**config.mk**
```make
export PLATFORM = sky130hd
export DESIGN_NAME = cnu_layer_sched
export DESIGN_NICKNAME = d
export VERILOG_FILES = /design/src/rtl/cnu_layer_sched_pkg.sv /design/src/rtl/cnu_layer_sched_delay_line.sv /design/src/rtl/cnu_layer_sched.sv
export SDC_FILE = /design/constraint.sdc
export NUM_CORES = 1
export LEC_CHECK = 0
export BUFFER_PORTS_ARGS = -buffer_cell sky130_fd_sc_hd__buf_2
export CAP_MARGIN = 25
export CORE_MARGIN = 8
export CORE_UTILIZATION = 39
export DETAILED_ROUTE_END_ITERATION = 8
export SLEW_MARGIN = 10
export SYNTH_ARGS = -nofsm -noshare
export SYNTH_HDL_FRONTEND = slang
export SYNTH_SLANG_ARGS = --single-unit
```
**constraint.sdc**
```tcl
create_clock -name sys_clk -period 3.85 [get_ports sys_clk]
set_clock_uncertainty 0.1 [all_clocks]
set_input_delay 0.385 -clock sys_clk [delete_from_list [all_inputs] [get_ports sys_clk]]
set_output_delay 0.385 -clock sys_clk [all_outputs]
set_load 0.02 [all_outputs]
```
**src/rtl/cnu_layer_sched_pkg.sv**
```systemverilog
// Shared definitions for the layered CNU scheduler, message RAM and CNU wrappers.
package cnu_layer_sched_pkg;

  localparam int MSG_ADDR_W  = 12;
  localparam int MEM_LAT_DEF = 1;
  localparam int CNU_LAT_DEF = 3;

  typedef enum logic [1:0] {
    ST_IDLE,
    ST_ISSUE,
    ST_DRAIN,
    ST_FIN
  } sched_state_e;

endpackage

```
**src/rtl/cnu_layer_sched_delay_line.sv**
```systemverilog
// Fixed-depth shift register carrying {valid, address, last-of-layer} alongside
// the RAM/CNU datapath pipeline. It advances every cycle and clears on reset.
module sched_delay_line
  import cnu_layer_sched_pkg::*;
#(
  parameter int DEPTH  = MEM_LAT_DEF,
  parameter int ADDR_W = MSG_ADDR_W
) (
  input  logic              clk,
  input  logic              rst,
  input  logic              vld_i,
  input  logic [ADDR_W-1:0] addr_i,
  input  logic              last_i,
  output logic              vld_o,
  output logic [ADDR_W-1:0] addr_o,
  output logic              last_o
);

  logic [DEPTH-1:0]             vld_q, vld_d;
  logic [DEPTH-1:0][ADDR_W-1:0] addr_q, addr_d;
  logic [DEPTH-1:0]             last_q, last_d;

  always_comb begin
    vld_d     = vld_q;
    addr_d    = addr_q;
    last_d    = last_q;
    vld_d[0]  = vld_i;
    addr_d[0] = addr_i;
    last_d[0] = last_i;
    for (int i = 1; i < DEPTH; i++) begin
      vld_d[i]  = vld_q[i-1];
      addr_d[i] = addr_q[i-1];
      last_d[i] = last_q[i-1];
    end
  end

  always_ff @(posedge clk or posedge rst) begin
    if (rst) begin
      vld_q  <= '0;
      addr_q <= '0;
      last_q <= '0;
    end else begin
      vld_q  <= vld_d;
      addr_q <= addr_d;
      last_q <= last_d;
    end
  end

  assign vld_o  = vld_q[DEPTH-1];
  assign addr_o = addr_q[DEPTH-1];
  assign last_o = last_q[DEPTH-1];

endmodule

```
**src/rtl/cnu_layer_sched.sv**
```systemverilog
// Layered LDPC schedule sequencer for one CNU: issues v2c reads, tracks them
// through the RAM and CNU pipelines, and holds off each layer until the previous one is written back.
module cnu_layer_sched
  import cnu_layer_sched_pkg::*;
#(
  parameter int ROW_W   = 8,
  parameter int LAYER_W = 4,
  parameter int ITER_W  = 4,
  parameter int ADDR_W  = MSG_ADDR_W,
  parameter int MEM_LAT = MEM_LAT_DEF,
  parameter int CNU_LAT = CNU_LAT_DEF
) (
  input  logic               sys_clk,
  input  logic               rst,
  input  logic               start,
  input  logic [ROW_W-1:0]   row_num,
  input  logic [LAYER_W-1:0] layer_num,
  input  logic [ITER_W-1:0]  iter_num,
  input  logic               stall,
  output logic               busy,
  output logic               done,
  output logic               v2c_rd_en,
  output logic [ADDR_W-1:0]  v2c_rd_addr,
  output logic               cnu_in_vld,
  output logic               c2v_wr_en,
  output logic [ADDR_W-1:0]  c2v_wr_addr,
  output logic               layer_end,
  output logic [LAYER_W-1:0] cur_layer,
  output logic [ITER_W-1:0]  cur_iter
);

  sched_state_e       state_q, state_d;
  logic [ROW_W-1:0]   row_q, row_d;
  logic [ADDR_W-1:0]  base_q, base_d;
  logic [LAYER_W-1:0] layer_q, layer_d;
  logic [ITER_W-1:0]  iter_q, iter_d;
  logic [ROW_W-1:0]   row_num_q, row_num_d;
  logic [LAYER_W-1:0] layer_num_q, layer_num_d;
  logic [ITER_W-1:0]  iter_num_q, iter_num_d;

  logic               rd_last;
  logic [ADDR_W-1:0]  cnu_addr;
  logic               cnu_last;
  logic               wr_last;
  logic [LAYER_W-1:0] layer_inc;
  logic [ITER_W-1:0]  iter_inc;

  assign layer_inc = layer_q + LAYER_W'(1);
  assign iter_inc  = iter_q + ITER_W'(1);

  always_comb begin
    state_d     = state_q;
    row_d       = row_q;
    base_d      = base_q;
    layer_d     = layer_q;
    iter_d      = iter_q;
    row_num_d   = row_num_q;
    layer_num_d = layer_num_q;
    iter_num_d  = iter_num_q;
    v2c_rd_en   = 1'b0;
    v2c_rd_addr = '0;
    rd_last     = 1'b0;

    unique case (state_q)
      ST_IDLE: begin
        if (start) begin
          if ((row_num != '0) && (layer_num != '0) && (iter_num != '0)) begin
            row_num_d   = row_num;
            layer_num_d = layer_num;
            iter_num_d  = iter_num;
            row_d       = '0;
            base_d      = '0;
            layer_d     = '0;
            iter_d      = '0;
            state_d     = ST_ISSUE;
          end else begin
            state_d = ST_FIN;
          end
        end
      end
      ST_ISSUE: begin
        if (!stall) begin
          v2c_rd_en   = 1'b1;
          v2c_rd_addr = base_q + ADDR_W'(row_q);
          rd_last     = (row_q == row_num_q - ROW_W'(1));
          if (rd_last) begin
            row_d   = '0;
            state_d = ST_DRAIN;
          end else begin
            row_d = row_q + ROW_W'(1);
          end
        end
      end
      ST_DRAIN: begin
        // The last write-back of this layer is on the output this cycle, so the
        // next layer's first read lands one cycle after it.
        if (layer_end) begin
          base_d  = base_q + ADDR_W'(row_num_q);
          layer_d = layer_inc;
          state_d = ST_ISSUE;
          if (layer_inc == layer_num_q) begin
            base_d  = '0;
            layer_d = '0;
            iter_d  = iter_inc;
            if (iter_inc == iter_num_q) begin
              state_d = ST_FIN;
            end
          end
        end
      end
      ST_FIN: begin
        state_d = ST_IDLE;
      end
      default: begin
        state_d = ST_IDLE;
      end
    endcase
  end

  always_ff @(posedge sys_clk or posedge rst) begin
    if (rst) begin
      state_q     <= ST_IDLE;
      row_q       <= '0;
      base_q      <= '0;
      layer_q     <= '0;
      iter_q      <= '0;
      row_num_q   <= '0;
      layer_num_q <= '0;
      iter_num_q  <= '0;
    end else begin
      state_q     <= state_d;
      row_q       <= row_d;
      base_q      <= base_d;
      layer_q     <= layer_d;
      iter_q      <= iter_d;
      row_num_q   <= row_num_d;
      layer_num_q <= layer_num_d;
      iter_num_q  <= iter_num_d;
    end
  end

  // Split at the CNU input so the first segment yields cnu_in_vld and the
  // second continues the same token on to the write-back tap.
  sched_delay_line #(
    .DEPTH  (MEM_LAT),
    .ADDR_W (ADDR_W)
  ) u_mem_dly (
    .clk    (sys_clk),
    .rst    (rst),
    .vld_i  (v2c_rd_en),
    .addr_i (v2c_rd_addr),
    .last_i (rd_last),
    .vld_o  (cnu_in_vld),
    .addr_o (cnu_addr),
    .last_o (cnu_last)
  );

  sched_delay_line #(
    .DEPTH  (CNU_LAT),
    .ADDR_W (ADDR_W)
  ) u_cnu_dly (
    .clk    (sys_clk),
    .rst    (rst),
    .vld_i  (cnu_in_vld),
    .addr_i (cnu_addr),
    .last_i (cnu_last),
    .vld_o  (c2v_wr_en),
    .addr_o (c2v_wr_addr),
    .last_o (wr_last)
  );

  assign layer_end = c2v_wr_en & wr_last;
  assign busy      = (state_q == ST_ISSUE) || (state_q == ST_DRAIN);
  assign done      = (state_q == ST_FIN);
  assign cur_layer = layer_q;
  assign cur_iter  = iter_q;

endmodule

```
Word level (Yosys, flattened, before mapping):

Index checks and enable logic that the tools add are counted.

* bits in registers: 102
* output and inout port bits: 38
* logic and storage cells: 81
* bits of input ports: 20

* equal/unequal tests: 12
* $add $sub $neg: 6
* mux-type cells: 32
* reductions and logical operators: 14
* bitwise operators: 1

Operator list (number)
* 12-bit 2-to-1 mux: 6
* 8-bit 2-to-1 mux: 4
* 12-bit by 8-bit adder with 12-bit output: 2
* 4-bit 2-to-1 mux: 6
* 12-bit case mux with 2 select lines: 1
* 4-bit case mux with 2 select lines: 2
* 8-bit case mux with 2 select lines: 1
* 2-bit 2-to-1 mux: 7
* 2-bit != test, second input constant: 6
* 4-bit AND reduction: 3
* 4-bit by 1-bit adder with 4-bit output, second input constant: 2
* 8-bit by 1-bit adder with 8-bit output, second input constant: 1
* 4-bit equality test: 2
* 8-bit equality test: 1
* 2-bit case mux with 4 select lines: 1
* 4-bit nonzero test: 2
* 8-bit nonzero test: 1
* 8-bit by 1-bit subtractor with 8-bit output, second input constant: 1
* 5-bit AND reduction: 1
* 2-bit equality test, second input constant: 2
* 1-bit 2-to-1 mux: 4
* 2-bit nonzero test: 2
* 3-bit AND reduction: 1
* 2-bit by 1-bit equality test with 1-bit output, second input constant: 1
* 4 further kinds: 5

Depth between registers and ports, before layout:

Gate-level depths: netlist (run 1).

* depth in word-level cells: 6
* mapped depth: 10
* mapped depth without buffers: 9

Modules after synthesis:

From an unflattened synthesis (run 1), not the netlist that was laid out.

* cells, all modules: 435
* area total of the unflattened synthesis: 4924.7 sq um

Modules (own cells, without submodules)
* cnu_layer_sched: cells an instance 377, area an instance 3515.9 sq um, instances 1, seq. area each 1151.1 sq um
* sched_delay_line at u_cnu_dly: cells an instance 43, area an instance 1054.8 sq um, instances 1, seq. area each 1051.0 sq um
* sched_delay_line at u_mem_dly: cells an instance 15, area an instance 354.1 sq um, instances 1, seq. area each 350.3 sq um

Worst setup path before layout (run 1):

Ideal clock, no wire load.

* kind: register to output
* start point: reg row_q[0]
* end point: out v2c_rd_addr[8]
* buffers on the path: 0
* setup slack: 1.118 ns
* data arrival time: 2.247 ns
* required time: 3.365 ns
* stages on the path, launching flop included: 10
* path through: dfrtp_1 > ha_1 > inv_1 > fa_1 > nor2b_1 > o21a_1 > o21a_1 > o21a_1 > o41ai_1 > mux2i_1

* cells in the longest elaborated chain, start to end: 3

Ends and longest elaborated chain
* from (decl): RTL line cnu_layer_sched.sv:33 `logic [ROW_W-1:0] row_q, row_d;`
* from (signal assigned): RTL line cnu_layer_sched.sv:132 `row_q <= row_d;`
* 12-bit by 8-bit adder with 12-bit output: RTL line cnu_layer_sched.sv:84 `v2c_rd_addr = base_q + ADDR_W'(row_q);`
* 12-bit 2-to-1 mux: RTL line cnu_layer_sched.sv:82 `if (!stall) begin`
* 12-bit 2-to-1 mux: RTL line cnu_layer_sched.sv:64 `unique case (state_q)`
* to (decl): RTL line cnu_layer_sched.sv:23 `output logic [ADDR_W-1:0] v2c_rd_addr,`

Every way passes these cells.

Worst setup path after layout (run 1):

* start point: reg row_q[2]
* end point: out v2c_rd_addr[8]

The elaborated chain is that of the path after synthesis.

==> run metrics, run 1 <==
post-CTS setup buffer count 0; Core ar. 12410 µm²; Slowest-stage cell, CP dfrtp_1; Final TNS setup 0 ps; Avg WL per Cell approximately 15 µm; endpoints failing setup 0; Buffers on Ports 57; Async SR Flop Fraction between 90% and 100%; CTS Buf Count 9; Post-DP HPWL ~7.6 mm; Root Buffer Master clkbuf_16; diode count 0; worst skew pair latency between 300 and 400 ps; top post-synthesis cells by area dfrtp_1 52%, ha_1 6.4%, mux2_2 3.9%; CP most frequent cell o21a_1; Pwr per Cell Area 648.1 nW/µm²; first-pass GRT wire length 17.14 mm; post-synth net total about 490; Worst Max-Slew Pin Slew 873.8 ps; # IOs 58; final hold violations 0; pre-CTS WS 678.1 ps; clock buffer depth 2; final antenna-violating net count 0; Cell Chain, Critical Path ha_1 -> nor2b_1 -> o21a_1 -> o21a_1 -> o21a_1 -> o41ai_1 -> mux2i_1 -> buf_2; vias in the first global route 3497; number of distinct library cells after synthesis between 50 and 60; min Tclk post-route ~3300 ps; GR Overflow Total 0; Crit path max-delay family compound AO/OA/AOI/OAI gates; largest net degree at the start of global routing slightly above 80; setup ws final around 580 ps; Final Max Slew Viols 0; WHS Path Cells 2; Avg Inst Size Synth around 11 µm²; drt pass-1 iters 4; leading area contributor after synthesis dfrtp_1; Final Cycle Share 85.02%; CP max FO 10; clock sink count 102; sequential-to-total area share from yosys stat 52.46%; overall routing resource usage 13.12%; row count approximately 40; Filler cells approximately 1200; final net count 549; WP buf/inv 1; Total Die Area 16310 µm²; Layout area overhead 17.18%; die height between 100 and 150 µm; initial core utilization between 30% and 40%; die width about 130 µm; Slew Limit Headroom about two fifths; commonest cells after routing, fill and taps aside 102 x dfrtp_1, 57 x buf_2, 32 x nand2_1; kind of critical path reg -> out; critical path depth in cells 8; # DRC 0; status completed; DRT iter0 DRCs around 290; Mapped Area between 4000 and 5000 µm²; crit path launch type flip-flop; max_cap viols 0; initial antenna violation count 0; CTS H-tree lvls 3; most common cell after layout, fill and taps aside dfrtp_1; Largest stage delay, worst path 500 ps; dpl cells 661; Worst Setup End Kind primary output; fmax between 0.3 and 0.4 GHz; Yosys top cell area share 52.46%; area of the multi-input gates about 2200 µm²; via count 3517; DR vias/cell 5.180; Worst EP arrival between 2000 and 3000 ps; WP data required 3370 ps; R2R cell count 8; final wirelength between 10 and 15 mm; Leakage roughly 0.0027 µW; Most used DFF post-synth dfrtp_1; yosys warns 0; Synth Register Bits 102; Max VDD drop approximately 0.48 mV; Mapped Cells 439; RSZ-0062 raised after global routing no; Hold Crit Class in -> reg; Post-Layout Cell Count around 680; Worst-path clk slew 80 ps; ratio of cells with drive above 1 in the final layout a little over a fifth; Post-synth EDFFs 0; CTS tree done; register area ~2600 µm²; Placer Congestion 0.8393
[through the flow]
step	hold slack [ps]	util, %	cell area [µm²]	total power, µW
final	183.5	45.93	5702	3695
after global routing	172.9	45.93	5702	3970
after CTS	169.5	45.63	5664	3741
after detailed placement	234.7	43.21	5364	2825
after global placement	231.6	43.21	5364	2782
after floorplan	231.2	-	4866	2484
[Yosys cell counts, drive strengths merged, types with 7 or more instances]
cell      n
xor2     10
nand4     7
nor3     10
mux2i     7
xnor2    16
a21o      7
nand3    14
o21ai    27
clkbuf   11
a21oi    12
inv      21
a31oi     8
ha       25
dfrtp   102
nor2b     8
nand2    32
nor2     18
mux2     17
[repair_timing]
item,CTS,global route
gates resized for setup,0,0
hold endpoints to repair,0,30
hold buffers,0,1
[sequential cells by signal, summed over array words and instances, names as in the netlist]
name / flops
u_cnu_dly.addr_d: 24
base_q: 12
u_cnu_dly.addr_o: 12
u_mem_dly.addr_o: 12
row_num_q: 8
row_q: 8
cur_iter: 4
cur_layer: 4
iter_num_q: 4
layer_num_q: 4
u_cnu_dly.last_q: 3
u_cnu_dly.vld_q: 3
state_q: 2
u_mem_dly.last_o: 1
u_mem_dly.vld_o: 1
[final timing paths]
path                                                 from                       endpoint  slack (ps)
setup / recovery                     row_q[2]$_DFFE_PP0P_                 v2c_rd_addr[8]         580
hold / removal                                 row_num[3]       row_num_q[3]$_DFFE_PP0P_         180
setup reg to reg                 row_num_q[1]$_DFFE_PP0P_         state_q[1]$_DFFE_PP0P_         680
hold reg to reg            u_cnu_dly.addr_d[32]$_DFF_PP0_  u_cnu_dly.addr_o[8]$_DFF_PP0_         250
max in group asynchronous                             rst  u_mem_dly.addr_o[3]$_DFF_PP0_        2310
min in group asynchronous                             rst  u_cnu_dly.addr_o[7]$_DFF_PP0_         500
[power breakdown]
part | total, µW | switching [µW] | internal (µW)
logic | 1340 | 764 | 581
registers | 1450 | 200 | 1250
clock network | 898 | 437 | 461
total | 3700 | 1400 | 2290
[cell type report]
class | instances | area share (%)
Timing Repair Buffer | 65 | 6.452
Clock inverter | 7 | 1.317
Tap cell | 172 | 3.774
Clock buffer | 9 | 3.950
Sequential cell | 102 | 44.77
Multi-Input combinational cell | 303 | 38.31
Inverter | 21 | 1.426
[logic make-up (layout without fill, tap and decap cells)]
kind of cell / count (synthesis) / in the layout / share of synthesized area, %
AO/OA/AOI/OAI: 92 / 92 / 12.75
AND/OR/NAND/NOR: 134 / 134 / 14.84
multiplexers: 24 / 24 / 5.374
XOR/XNOR: 26 / 26 / 4.680
buffers and inverters: 34 / 102 / 2.648
adder cells (fa/ha/maj): 27 / 27 / 7.251
flip-flops: 102 / 102 / 52.46
[per-layer routing]
metal / up-vias / GRT usage (%) / wire length (µm)
met2: 84 / 20.99 / 4696
met4: 0 / 4.336 / 157
met5: - / 0 / 0
met3: 14 / 3.203 / 416
li1: 1710 / - / -
met1: 1709 / 17.10 / 4950
[worst register-to-register path: stages (launching register included)]
cell and delay [ps]:
dfrtp_1 420, inv_1 110, ha_1 220, or3b_1 400, or4_4 510, a2111oi_4 340, o211ai_1 390, a211oi_2 390
mux2i_1 210
Power figures use the tool's default switching activity.
==> run 2, diff against run 1 <==
--- a/config.mk
+++ b/config.mk
@@ -7,10 +7,14 @@
 export LEC_CHECK = 0
 export BUFFER_PORTS_ARGS = -buffer_cell sky130_fd_sc_hd__buf_2
 export CAP_MARGIN = 25
+export CELL_PAD_IN_SITES_DETAIL_PLACEMENT = 0
+export CELL_PAD_IN_SITES_GLOBAL_PLACEMENT = 2
 export CORE_MARGIN = 8
 export CORE_UTILIZATION = 39
 export DETAILED_ROUTE_END_ITERATION = 8
+export PLACE_DENSITY_LB_ADDON = 0.1
 export SLEW_MARGIN = 10
 export SYNTH_ARGS = -nofsm -noshare
 export SYNTH_HDL_FRONTEND = slang
+export SYNTH_HIERARCHICAL = 1
 export SYNTH_SLANG_ARGS = --single-unit
==> run metrics, run 2 <==
status completed; Core ar. 12470 µm²; Worst Max-Slew Pin Slew around 640 ps; Buffers on Ports 57; Final Cycle Share between 80% and 90%; register area 2552 µm²; Final TNS setup 0 ps; Synth Area in Compound Gates between 10% and 20%; CTS H-tree lvls 3; Hold Crit Class in -> reg; final net count approximately 540; Mapped Area ~4900 µm²; endpoints failing setup 0; final hold violations 0; overall routing resource usage roughly 14%; diode count 0; Resized cells post-CTS 0; CTS tree done; Tot Pwr around 3400 µW; Largest stage delay, worst path about 460 ps; most frequent cell after synthesis dfrtp_1; Final Max Slew Viols 0; CP most frequent cell inv_1; die width between 100 and 150 µm; ratio of cells with drive above 1 in the final layout approximately 22%; Synth Register Bits slightly above 100; CP max FO 13; Avg WL per Cell about 16 µm; Post-DP HPWL approximately 8.5 mm; DRT iter0 DRCs roughly 300; Synth Area in Adders just over 7%; CTS Buf Count 9; Worst Setup End Kind primary output; first-pass GRT wire length around 19 mm; dpl cells 654; drt pass-1 iters 4; # DRC 0; Worst EP arrival approximately 2800 ps; Async SR Flop Fraction 100.0%; pre-CTS WS ~900 ps; crit path launch type flip-flop; clock sink count between 100 and 150; WP data required about 3400 ps; most common library cells after synthesis 102 x dfrtp_1, 25 x ha_1, 25 x inv_1, 25 x nand2_1; post-synth net total 482; die height ~130 µm; leading area contributor after synthesis dfrtp_1; Most used DFF post-synth dfrtp_1; area of the multi-input gates 2212 µm²; Post-Layout Cell Count between 600 and 700; post-synthesis xor/xnor area fraction under 10%; DR vias/cell roughly 5.2; Mapped Cells between 400 and 500; Worst-path clk slew ~70 ps; initial core utilization around 40%; Cell Chain, Critical Path inv_1 -> ha_1 -> nand2b_1 -> inv_1 -> and3_1 -> a221oi_1 -> nand3_1 -> buf_2; Root Buffer Master clkbuf_16; largest net degree at the start of global routing 37; combinational family with the most area after synthesis compound AO/OA/AOI/OAI gates; max_cap viols 0; kind of critical path reg -> out; simple-gate share of the synthesized area about 13%; Layout area overhead 15.55%; most common cell after layout, fill and taps aside dfrtp_1; initial antenna violation count 0; Yosys top cell area share 51.83%; Total Die Area roughly 16000 µm²; RSZ-0062 raised after global routing no; min Tclk post-route between 3000 and 4000 ps; via count between 3000 and 4000; final wirelength ~11 mm; Slew Limit Headroom between 50 and 60%; GR Overflow Total 0; row count 41; worst skew pair latency about 350 ps; top post-synthesis cells by area dfrtp_1 52%, ha_1 6.4%, mux2_2 3.9%; sequential-to-total area share from yosys stat 51.83%; Post-synth EDFFs 0; Placer Congestion approximately 0.76; yosys warns 6; # IOs between 50 and 60; post-CTS setup buffer count 0; Filler cells about 1200; fmax between 0.3 and 0.4 GHz; Avg Inst Size Synth 11.32 µm²; max reg flops 24; clock buffer depth 2; setup ws final between 500 and 600 ps; Max VDD drop 0.4460 mV; final antenna-violating net count 0; Pwr per Cell Area 602.9 nW/µm²; number of distinct library cells after synthesis between 60 and 70; Leakage between 0.002 and 0.003 µW; Slowest-stage cell, CP nand2b_1; multiplexer area fraction after synthesis 5.513%; commonest cells after routing, fill and taps aside 102 x dfrtp_1, 57 x buf_2, 25 x nand2_1, 25 x ha_1, 24 x inv_1; vias in the first global route ~3600
-- run 2: changes by cell type after synthesis, moves of 4 or more --
cell	change
a22o_1	+4
inv_1	+4
and2_1	-4
o21ai_0	-9
o21a_1	-4
buf_2	+4
nand2_1	-7
-- run 2: timing repair --
action	in CTS	in global routing
setup endpoints to repair	0	0
hold endpoints to repair	17	0
hold buffers	1	0
-- run 2: cell families (layout without fill, tap and decap cells) --
kind of cell,Yosys count,in the layout
flops,102,102
mux,25,25
simple gates,118,118
buf+inv,39,102
compound gates,98,98
fa+ha+maj,27,27
xor+xnor,26,26
-- run 2: path summary, 6_finish.rpt --
path | from | to | slack (ps) | cells after the start
worst min register to register | u_cnu_dly/addr_d[20]$_DFF_PP0_ | u_cnu_dly/addr_d[32]$_DFF_PP0_ | 250 | 0
worst max register to register | state_q[0]$_DFFE_PP0P_ | base_q[8]$_DFFE_PP0P_ | 1130 | 8
max in group asynchronous | rst | u_cnu_dly/addr_d[21]$_DFF_PP0_ | 2530 | 4
worst min-delay path | layer_num[3] | layer_num_q[3]$_DFFE_PP0P_ | 190 | 2
min in group asynchronous | rst | u_cnu_dly/addr_d[25]$_DFF_PP0_ | 440 | 3
worst max-delay path | state_q[1]$_DFFE_PP0P_ | v2c_rd_addr[10] | 590 | 8
-- run 2: cell type report --
cell class | instances | share of cell area [%]
clock buffer | 9 | 3.958
clock inverter | 6 | 0.9455
inverter | 25 | 1.649
multi-input combinational | 294 | 38.87
sequential | 102 | 44.85
tap | 172 | 3.782
timing repair buffer | 62 | 5.937
-- run 2: critical path, delay by kind of cell, from the launching register on --
family	cells	cell delay, ps
AND/OR/NAND/NOR	3	850
buffers and inverters	3	530
adder cells (fa/ha/maj)	1	390
flip-flops	1	370
AO/OA/AOI/OAI	1	290
-- run 2: power by group --
group	switching, µW	internal, µW
clock	405	447
sequential	192	1210
combinational	687	485
-- run 2: per-stage QoR --
step | hold slack [ps] | instance area, µm² | utilization (%)
2_1_floorplan | 174.2 | 4925 | -
3_3_place_gp | 231.9 | 5381 | 43.17
3_5_place_dp | 234.7 | 5401 | 43.33
4_1_cts | 172.0 | 5690 | 45.65
5_1_grt | 175.4 | 5690 | 45.65
6_report | 186.4 | 5690 | 45.65
-- run 2: layer usage --
layer  GRT usage [%]  up-vias  part of all wire, %
met2           22.59       65                   45
li1                -     1692                    -
met1           19.33     1723                   50
met4           3.986        0                  1.1
met3           3.517        9                  3.8
met5               0        -                    0
==> run 3, diff against run 2 <==
--- a/config.mk
+++ b/config.mk
@@ -5,12 +5,13 @@
 export SDC_FILE = /design/constraint.sdc
 export NUM_CORES = 1
 export LEC_CHECK = 0
+export ABC_AREA = 1
 export BUFFER_PORTS_ARGS = -buffer_cell sky130_fd_sc_hd__buf_2
 export CAP_MARGIN = 25
 export CELL_PAD_IN_SITES_DETAIL_PLACEMENT = 0
 export CELL_PAD_IN_SITES_GLOBAL_PLACEMENT = 2
 export CORE_MARGIN = 8
-export CORE_UTILIZATION = 39
+export CORE_UTILIZATION = 36
 export DETAILED_ROUTE_END_ITERATION = 8
 export PLACE_DENSITY_LB_ADDON = 0.1
 export SLEW_MARGIN = 10
==> constraint.sdc (replaced) <==
create_clock -name sys_clk -period 3.3 [get_ports sys_clk]
set_clock_uncertainty 0.1 [all_clocks]
set_input_delay 0.33 -clock sys_clk [delete_from_list [all_inputs] [get_ports sys_clk]]
set_output_delay 0.33 -clock sys_clk [all_outputs]
set_load 0.02 [all_outputs]
==> run metrics, run 3 <==
first-pass GRT wire length just under 20 mm; max_cap viols 0; Worst-path clk slew ~80 ps; Cell Chain, Critical Path ha_1 -> inv_1 -> fa_1 -> nor2_1 -> o21ai_0 -> nand2_1 -> nand2_1 -> o211ai_1 -> nand2_1 -> o21ai_0 -> nor2_1 -> buf_2; Post-synth EDFFs 0; leading area contributor after synthesis dfrtp_1; Slew Limit Headroom 63.01%; Most used DFF post-synth dfrtp_1; post-cts hold buffer count 1; most common library cells after synthesis 138 x nand2_1, 102 x dfrtp_1, 65 x inv_1; ratio of cells with drive above 1 in the final layout between 10% and 20%; CP max FO 5; endpoints failing setup 0; initial antenna violation count 0; clock buffer depth 2; crit path launch type flip-flop; commonest cells after routing, fill and taps aside 138 x nand2_1, 102 x dfrtp_1, 64 x inv_1; Mapped Area around 5100 µm²; die width around 130 µm; most frequent cell after synthesis nand2_1; Yosys top cell area share 50.50%; met1 usage 18.84%; Placer Congestion between 0.8 and 0.9; CTS tree done; Buffers on Ports 57; final wirelength roughly 12 mm; R2R cell count 10; Tot Pwr 4702 µW; FF-to-FF setup slack around 1000 ps; Core Util, Final 42.65%; r2r startpoint row_num_q[0]$_DFFE_PP0P_; status completed; final hold violations 0; Final Max Slew Viols 0; CP most frequent cell nand2_1; kind of critical path reg -> out; overall routing resource usage ~14%; Max VDD drop approximately 0.33 mV; RSZ-0062 raised after global routing no; Hold Crit Class in -> reg; CTS Buf Count 9; post-CTS setup buffer count 0; reg-to-reg endpoint base_q[10]$_DFFE_PP0P_; Pwr per Cell Area ~800 nW/µm²; Worst Max-Slew Pin Slew 554.3 ps; Filler cells roughly 1400; WP data required 2870 ps; drt pass-1 iters 4; number of distinct library cells after synthesis 38; clock sink count 102; DR vias/cell between 4 and 5; Worst Setup End Kind primary output; WP buf/inv 2; diode count 0; die height 134.5 µm; Core ar. around 14000 µm²; Post-DP HPWL 9.148 mm; Design Area, Final ~5900 µm²; yosys warns 6; row count 43; Worst Hold Endpoint iter_num_q[3]$_DFFE_PP0P_; sequential-to-total area share from yosys stat a little over 50%; Final TNS setup 0 ps; Final Cycle Share between 80 and 90%; Placed Area 5558 µm²; via count roughly 3900; GR Util met2 roughly 21%; initial core utilization around 37%; post-synth net total between 600 and 700; final antenna-violating net count 0; max reg flops 24; Root Buffer Master clkbuf_16; Async SR Flop Fraction 100.0%; Avg Inst Size Synth between 8 and 9 µm²; largest net degree at the start of global routing 43; gr busiest metal met2; GR Overflow Total 0; min Tclk post-route a little under 3000 ps; DRT iter0 DRCs approximately 240; # IOs 58; worst skew pair latency between 300 and 400 ps; Hold Path Origin iter_num[3]; Crit path max-delay family adder cells; Worst EP arrival between 2000 and 2500 ps; Avg WL per Cell between 10 and 15 µm; Mapped Cells between 500 and 600; most common cell after layout, fill and taps aside nand2_1; vias in the first global route roughly 3800; Layout area overhead 16.21%; GRT met3 Usage ~2.6%; fmax roughly 0.35 GHz; Synth Register Bits ~100; Leakage 0.003080 µW; # DRC 0; top post-synthesis cells by area dfrtp_1 50%, nand2_1 10%, ha_1 6.2%; CTS H-tree lvls 3; Slowest-stage cell, CP dfrtp_1; Total Die Area ~18000 µm²; final net count between 600 and 700; Largest stage delay, worst path roughly 440 ps; Resized cells post-CTS 0; WHS Path Cells 3
[run 3: cell count changes in the layout (fill, tap and decap cells not counted), moves of 15 or more]
cell,delta
a21oi_1,+15
inv_1,+40
inv_2,+18
mux2_2,-17
nand2_1,+113
nand3_1,+17
nor2_1,+15
xnor2_1,-16
[run 3: through the flow]
| step | setup WS (ps) | cells | hold slack, ps |
|---|---|---|---|
| finish | 407.1 | 820 | 131.1 |
| global route | 130.7 | 820 | 138.9 |
| CTS | 361.0 | 820 | 124.2 |
| detailed placement | 747.3 | 803 | 234.7 |
| global placement | 794.0 | 802 | 231.7 |
| floorplan | 1023 | 571 | 119.2 |
[run 3: worst max path at each step]
stage	from	to	slack, ps	depth (start not counted)
after global placement	row_q[0]$_DFFE_PP0P_	v2c_rd_addr[10]	790	12
final	row_q[0]$_DFFE_PP0P_	v2c_rd_addr[10]	410	12
after CTS	row_q[0]$_DFFE_PP0P_	v2c_rd_addr[10]	360	12
after global routing	row_q[4]$_DFFE_PP0P_	v2c_rd_addr[9]	130	10
after detailed placement	row_q[0]$_DFFE_PP0P_	v2c_rd_addr[10]	750	12
after floorplan	row_q[0]$_DFFE_PP0P_	v2c_rd_addr[10]	1020	10
[run 3: layout make-up]
class                   instances  area [µm²]  share of cell area, %
clock buffers                   9       225.2                  3.834
clock inverters                 7       81.33                  1.384
inverters                      83       311.5                  5.304
multi-input cells             378        2148                  36.57
flip-flops and latches        102        2552                  43.45
well taps                     180       225.2                  3.834
repair buffers                 61       330.3                  5.623
[run 3: power by group]
group	internal, µW	leakage [µW]	switching (µW)
Clock	599	0.000145	489
Combinational	636	0.00155	1230
Sequential	1480	0.00139	269
Total	2720	0.00308	1990
[run 3: worst register-to-register path, cell delays in order, from the launching register on]
cell,delay [ps]
dfrtp_1,460
ha_1,270
inv_1,70
fa_1,430
nor3_1,200
nor3_1,90
o21ai_1,270
nand3_1,150
nand2_1,80
nand2_1,50
nor2_1,70
[run 3: layer usage]
metal,part of all wire (%),up-vias
met3,4.3,12
met2,44,76
li1,-,1971
met1,50,1809
met5,0,-
met4,1.4,0
[run 3: cell families (layout without fill, tap and decap cells)]
logic type      count (synthesis)  count (layout)  synth area share [%]
compound gates                 89              89                 10.03
xor+xnor                       14              14                 2.426
fa+ha+maj                      27              27                 6.980
buf+inv                        91             160                 7.005
flops                         102             102                 50.50
simple gates                  248             248                 23.07
